## config.mk

```make
export PLATFORM = sky130hd
export DESIGN_NAME = mux_serializer_ctrl_flat
export DESIGN_NICKNAME = d
export VERILOG_FILES = /design/src/rtl/mux_serializer_ctrl_pkg.sv /design/src/rtl/mux_serializer_ctrl_if.sv /design/src/rtl/mux_serializer_ctrl_sel_counter.sv /design/src/rtl/mux_serializer_ctrl.sv /design/src/flat_wrapper.sv
export SDC_FILE = /design/constraint.sdc
export NUM_CORES = 1
export LEC_CHECK = 0
export BUFFER_PORTS_ARGS = -buffer_cell sky130_fd_sc_hd__buf_2
export CAP_MARGIN = 10
export CELL_PAD_IN_SITES_DETAIL_PLACEMENT = 1
export CELL_PAD_IN_SITES_GLOBAL_PLACEMENT = 2
export CORE_UTILIZATION = 34
export CTS_BUF_LIST = sky130_fd_sc_hd__clkbuf_8
export DETAILED_ROUTE_END_ITERATION = 12
export PLACE_DENSITY_LB_ADDON = 0.1
export REMOVE_ABC_BUFFERS = 1
export SYNTH_ARGS = -nofsm -noshare
export SYNTH_HDL_FRONTEND = slang
export SYNTH_HIERARCHICAL = 1
export SYNTH_SLANG_ARGS = --single-unit
```

## constraint.sdc

```tcl
create_clock -name clk -period 3.1 [get_ports clk]
set_clock_uncertainty 0.15 [all_clocks]
set_input_delay 0.31 -clock clk [delete_from_list [all_inputs] [get_ports clk]]
set_output_delay 0.31 -clock clk [all_outputs]
set_load 0.005 [all_outputs]
```

## src/rtl/mux_serializer_ctrl_pkg.sv

```systemverilog
// Shared types and constants for the mux serializer front-end.
// Parity feature enabled by defining MUX_SER_PARITY_EN.
package mux_ser_pkg;

    localparam int unsigned DATA_W = 16;
    localparam int unsigned SEL_W  = 4;

    typedef enum logic [1:0] {
        IDLE  = 2'd0,
        SHIFT = 2'd1,
        DONE  = 2'd2
    } state_t;

    localparam logic [SEL_W-1:0] SEL_START_UP = SEL_W'(0);
    localparam logic [SEL_W-1:0] SEL_TERM_UP  = SEL_W'(15);
    localparam logic [SEL_W-1:0] SEL_START_DN = SEL_W'(15);
    localparam logic [SEL_W-1:0] SEL_TERM_DN  = SEL_W'(0);

    // dir = 0 scans upward, dir = 1 scans downward
    function automatic logic [SEL_W-1:0] sel_start(input logic dir);
        return dir ? SEL_START_DN : SEL_START_UP;
    endfunction

    function automatic logic [SEL_W-1:0] sel_term(input logic dir);
        return dir ? SEL_TERM_DN : SEL_TERM_UP;
    endfunction

endpackage

```

## src/rtl/mux_serializer_ctrl_if.sv

```systemverilog
// Bus between the serializer controller and its surroundings (mux and requester).
interface mux_serializer_ctrl_if;
    import mux_ser_pkg::*;

    logic              load;
    logic [DATA_W-1:0] data_in;
    logic [DATA_W-1:0] w;
    logic [SEL_W-1:0]  s;
    logic              f;
    logic              sout;
    logic              sout_valid;
    logic              busy;
    logic              done;

    modport master (
        output load, data_in, f,
        input  w, s, sout, sout_valid, busy, done
    );

    modport slave (
        input  load, data_in, f,
        output w, s, sout, sout_valid, busy, done
    );

endinterface

```

## src/rtl/mux_serializer_ctrl_sel_counter.sv

```systemverilog
// Loadable up/down select counter; reset and load both go to LD_VAL.
module sel_counter
    import mux_ser_pkg::*;
#(
    parameter logic [SEL_W-1:0] LD_VAL = '0
) (
    input  logic             clk,
    input  logic             rst,
    input  logic             ld,
    input  logic             en,
    input  logic             up,
    output logic [SEL_W-1:0] cnt,
    output logic             tc
);

    always_ff @(posedge clk or posedge rst) begin
        if (rst) begin
            cnt <= LD_VAL;
        end else if (ld) begin
            cnt <= LD_VAL;
        end else if (en) begin
            cnt <= up ? cnt + SEL_W'(1) : cnt - SEL_W'(1);
        end
    end

    // terminal flag decodes the registered count
    assign tc = (cnt == sel_term(!up));

endmodule

```

## src/rtl/mux_serializer_ctrl.sv

```systemverilog
// Parallel-to-serial controller driving a 16:1 mux and registering its output.
// Optional trailing even-parity beat when MUX_SER_PARITY_EN is defined.
module mux_serializer_ctrl
    import mux_ser_pkg::*;
#(
    parameter bit DIR = 1'b0
) (
    input  logic               clk,
    input  logic               rst,
    mux_serializer_ctrl_if.slave bus
);

    localparam logic [SEL_W-1:0] SEL_START = sel_start(DIR);

    state_t            state_q, state_d;
    logic [DATA_W-1:0] w_q, w_d;
    logic              sout_q, sout_d;
    logic              valid_q, valid_d;
    logic              busy_q, busy_d;
    logic              done_q, done_d;
    logic              cnt_ld_c, cnt_en_c;
    logic              sel_tc;
    logic [SEL_W-1:0]  sel;

`ifdef MUX_SER_PARITY_EN
    logic parity_q, parity_d;
    logic par_beat_q, par_beat_d;
`endif

    sel_counter #(
        .LD_VAL (SEL_START)
    ) u_sel_counter (
        .clk (clk),
        .rst (rst),
        .ld  (cnt_ld_c),
        .en  (cnt_en_c),
        .up  (DIR == 1'b0),
        .cnt (sel),
        .tc  (sel_tc)
    );

    always_ff @(posedge clk or posedge rst) begin
        if (rst) begin
            state_q <= IDLE;
            w_q     <= '0;
            sout_q  <= 1'b0;
            valid_q <= 1'b0;
            busy_q  <= 1'b0;
            done_q  <= 1'b0;
`ifdef MUX_SER_PARITY_EN
            parity_q   <= 1'b0;
            par_beat_q <= 1'b0;
`endif
        end else begin
            state_q <= state_d;
            w_q     <= w_d;
            sout_q  <= sout_d;
            valid_q <= valid_d;
            busy_q  <= busy_d;
            done_q  <= done_d;
`ifdef MUX_SER_PARITY_EN
            parity_q   <= parity_d;
            par_beat_q <= par_beat_d;
`endif
        end
    end

    // next-state and next-output decode
    always_comb begin
        state_d  = state_q;
        w_d      = w_q;
        sout_d   = sout_q;
        valid_d  = 1'b0;
        busy_d   = busy_q;
        done_d   = 1'b0;
        cnt_ld_c = 1'b0;
        cnt_en_c = 1'b0;
`ifdef MUX_SER_PARITY_EN
        parity_d   = parity_q;
        par_beat_d = par_beat_q;
`endif
        unique case (state_q)
            IDLE: begin
                busy_d = 1'b0;
                if (bus.load) begin
                    w_d      = bus.data_in;
                    cnt_ld_c = 1'b1;
                    busy_d   = 1'b1;
                    state_d  = SHIFT;
`ifdef MUX_SER_PARITY_EN
                    parity_d   = ^bus.data_in;
                    par_beat_d = 1'b0;
`endif
                end
            end
            SHIFT: begin
                valid_d = 1'b1;
                busy_d  = 1'b1;
`ifdef MUX_SER_PARITY_EN
                if (par_beat_q) begin
                    sout_d     = parity_q;
                    par_beat_d = 1'b0;
                    done_d     = 1'b1;
                    state_d    = DONE;
                end else begin
                    sout_d = bus.f;
                    if (sel_tc) begin
                        cnt_ld_c   = 1'b1;
                        par_beat_d = 1'b1;
                    end else begin
                        cnt_en_c = 1'b1;
                    end
                end
`else
                sout_d = bus.f;
                if (sel_tc) begin
                    cnt_ld_c = 1'b1;
                    done_d   = 1'b1;
                    state_d  = DONE;
                end else begin
                    cnt_en_c = 1'b1;
                end
`endif
            end
            DONE: begin
                busy_d  = 1'b0;
                state_d = IDLE;
            end
            default: begin
                busy_d  = 1'b0;
                state_d = IDLE;
            end
        endcase
    end

    assign bus.w          = w_q;
    assign bus.s          = sel;
    assign bus.sout       = sout_q;
    assign bus.sout_valid = valid_q;
    assign bus.busy       = busy_q;
    assign bus.done       = done_q;

endmodule

```

## src/flat_wrapper.sv

```systemverilog
// flat-port wrapper written by rule: the top's interface ports become plain ports
module mux_serializer_ctrl_flat import mux_ser_pkg::*;
#(
    parameter bit DIR = 1'b0
)
  (clk, rst, bus_load, bus_data_in, bus_f, bus_w, bus_s, bus_sout, bus_sout_valid, bus_busy, bus_done);
  mux_serializer_ctrl_if bus_i ();
  input  logic clk;
  input  logic rst;
  input wire logic [$bits(bus_i.load)-1:0] bus_load;
  input wire logic [$bits(bus_i.data_in)-1:0] bus_data_in;
  input wire logic [$bits(bus_i.f)-1:0] bus_f;
  output wire logic [$bits(bus_i.w)-1:0] bus_w;
  output wire logic [$bits(bus_i.s)-1:0] bus_s;
  output wire logic [$bits(bus_i.sout)-1:0] bus_sout;
  output wire logic [$bits(bus_i.sout_valid)-1:0] bus_sout_valid;
  output wire logic [$bits(bus_i.busy)-1:0] bus_busy;
  output wire logic [$bits(bus_i.done)-1:0] bus_done;
  assign bus_i.load = bus_load;
  assign bus_i.data_in = bus_data_in;
  assign bus_i.f = bus_f;
  assign bus_w = bus_i.w;
  assign bus_s = bus_i.s;
  assign bus_sout = bus_i.sout;
  assign bus_sout_valid = bus_i.sout_valid;
  assign bus_busy = bus_i.busy;
  assign bus_done = bus_i.done;
  mux_serializer_ctrl #(.DIR(DIR)) u_core (.clk(clk), .rst(rst), .bus(bus_i));
endmodule
```

==> results.md <==
* Slew Limit Fails at 0
* Top cells by area, synth: dfrtp_1 (58%), mux2_2 (18%), nor2_1 (2.3%)
* Reg2reg end: u_core/u_sel_counter/cnt[3]
* Residual DRC count at 0
* PD cells at between 900 and 1000 nW/um2
* Clock buffer depth at 2
* Final HPWL DP at about 1800 um
* Actual slew at the worst max-slew pin at slightly above 800 ps
* Hold crit path type: in2reg
* Critical path fanouts, max at 5
* Leading cell type in the layout, fill and taps excluded: buf_2
* Pre-CTS setup slack at around 980 ps
* Synth Cell Area at 1130 um2
* Hold wc startpoint: bus_data_in[9]
* First-pass GRT wire length at 3710 um
* Worst path cell trace: ha_1 -> nand2_1 -> a21oi_1 -> nor2_1 -> nand2_1 -> mux2i_1 -> mux2_1
* Sequential element share of the synthesized area at around 58%
* Delay-heaviest family, CP: simple AND/OR/NAND/NOR gates
* Most common cell on crit path: nand2_1
* Worst path slowest cell: dfrtp_1
* Pin count of the biggest net entering global routing at 23
* Gates resized, CTS repair at 0
* Final Hold Fails at 0
* Yosys top cell by area: dfrtp_1
* Worst-skew pair later-pin latency at between 200 and 300 ps
* Via count at around 800
* Placement Cell Area at 1400 um2
* Share of layout cells above drive strength 1 at roughly 50%
* R2r setup slk at around 1000 ps
* Reg2reg start: u_core/u_sel_counter/cnt[2]
* CTS root buf: clkbuf_8
* Buf+Inv Stages, Crit Path at 0
* Layout Cells excl Fill at 180
* GRT Util Overall at between 10 and 15%
* Die Height at between 50 and 60 um
* Full die area at around 3500 um2
* Grt ovf at 0
* CTS Sinks at 26
* Peak supply drop at 0.000391 V
* Initial core utilization at between 30% and 40%
* Outcome: complete, no violations
* FF-to-FF path depth at 7
* Setup crit end: u_core/u_sel_counter/cnt[3]
* DRT iter0 DRCs at 6
* Final min period at between 2000 and 2500 ps
* Synth top area share at approximately 58%
* DRT Pass-1 Iters at 2
* Period utilisation layout at about two thirds
* Worst EP arrival at about 2100 ps
* Fmax at roughly 470 MHz
* Die span in x at around 60 um
* Worst EP required at roughly 3100 ps
* Filler cells at roughly 380
* Setup violations, final at 0
* Placed Cells incl. Taps at ~180
* Post-route cell area at 1470 um2
* Syn Inst Count at 85
* Slew margin rel. at approximately 45%
* # IOs at 44
* Static Leak at 0.739 nW
* Initial antenna violation count at 0
* CP peak stage delay at just over 400 ps
* Critical path class: reg2reg
* CTS H-Tree Depth at 1
* RSZ-0062 raised after global routing: no
* Antenna fix cells at 0
* GPL Wtd Cong at approximately 0.80
* CTS Buf Count at 3
* Worst Setup End Kind: register
* WL per Instance at ~13 um
* Clock transition at the registers of the reported paths at roughly 90 ps
* Port-buffer cells at between 40 and 50
* Synth Register Bits at 26
* Most frequent cells in the layout: buf_2 (43), dfrtp_1 (26), mux2_2 (18), nor2_1 (7), inv_1 (6)
* Vias per inst at between 4 and 5
* Cell row count at 20
* Layout area overhead at 30.1%
* Max-cap violation count at 0
* Synth Warn # at 6
* Worst setup path start: u_core/u_sel_counter/cnt[2]
* Core Area at 3100 um2
* Unique masters post-synth at 21
* Setup TNS at 0 ps
* Mean Syn Cell Area at between 10 and 15 um2
* Number of routed nets with antenna violations at 0
* CP Depth at 7
* CTS tree: done
* NumNets Final at between 150 and 200
* Startpoint Class: register
* Number of global-route vias before repair at just under 800
* Wirelength, routed at about 2300 um
* Post-route worst setup slack at between 900 and 1000 ps
## what timing repair did
item / 4_1_cts / 5_1_grt
hold buffers: 1 / 0
endpoints found under the hold margin: 4 / 0
buffers inserted: 0 / 0
## routing by layer
metal	routed length (um)	global-route usage (%)	share of wire, %	vias up
met4	51	8.97	2.2	0
met1	910	16.7	39	386
met3	132	2.40	5.7	4
met5	0	0	0	-
met2	1220	26.3	53	26
li1	-	-	-	376
## where the power goes
group / internal (mW) / switching (mW) / leakage [nW]
clock: 0.113 / 0.102 / 0.0288
combinational: 0.338 / 0.265 / 0.402
sequential: 0.503 / 0.0980 / 0.309
total: 0.954 / 0.465 / 0.739
## how the worst min path moves through the flow
stage | endpoint | cells past startpoint
after floorplan | u_core/u_sel_counter/cnt[0] | 1
after CTS | u_core/bus.w[9] | 2
after detailed placement | u_core/u_sel_counter/cnt[2] | 2
after global routing | u_core/bus.w[9] | 2
after global placement | u_core/u_sel_counter/cnt[1] | 2
final | u_core/bus.w[9] | 2
## synthesized netlist by cell type
master and count:
a21o_1 1, a21oi_1 3, a21oi_2 1, and2_1 2, buf_6 1, conb_1 1, dfrtp_1 26, fa_1 1
ha_1 2, inv_1 6, mux2_1 1, mux2_2 18, mux2i_1 2, nand2_1 4, nand2b_1 3, nand3_1 1
nor2_1 7, nor2b_1 1, nor3b_4 1, or3_2 1, xnor2_1 2
## area by class of cell
cell class                      instances  area (um2)  share of cell area (%)
Sequential cell                        26         651                    44.4
Inverter                                6        22.5                    1.54
Timing Repair Buffer                   44         225                    15.4
Tap cell                               44        55.1                    3.76
Clock buffer                            4        55.1                    3.76
Multi-Input combinational cell         56         457                    31.2
## per-stage QoR
step	utilization, %	total power [mW]	hold slack, ps
CTS	47.2	1.45	109
floorplan	-	0.973	-73.9
global placement	45.1	1.20	68.3
detailed placement	45.1	1.23	78.2
global route	47.2	1.54	112
finish	47.2	1.42	118
## state kept, by name, summed over array words and instances, names as in the netlist
signal and flops:
u_core/bus.w 16, u_core/u_sel_counter/cnt 4, u_core/state_q 2, u_core/bus.busy 1, u_core/bus.done 1, u_core/bus.sout 1, u_core/bus.sout_valid 1
## logic make-up after synthesis
family / share of synthesized area (%)
flops: 57.8
xor+xnor: 1.56
other cells: 0.333
mux: 20.8
fa+ha+maj: 4.00
compound gates: 2.78
buf+inv: 3.00
simple gates: 9.78
Note: power is estimated with default switching activity, not from simulation.
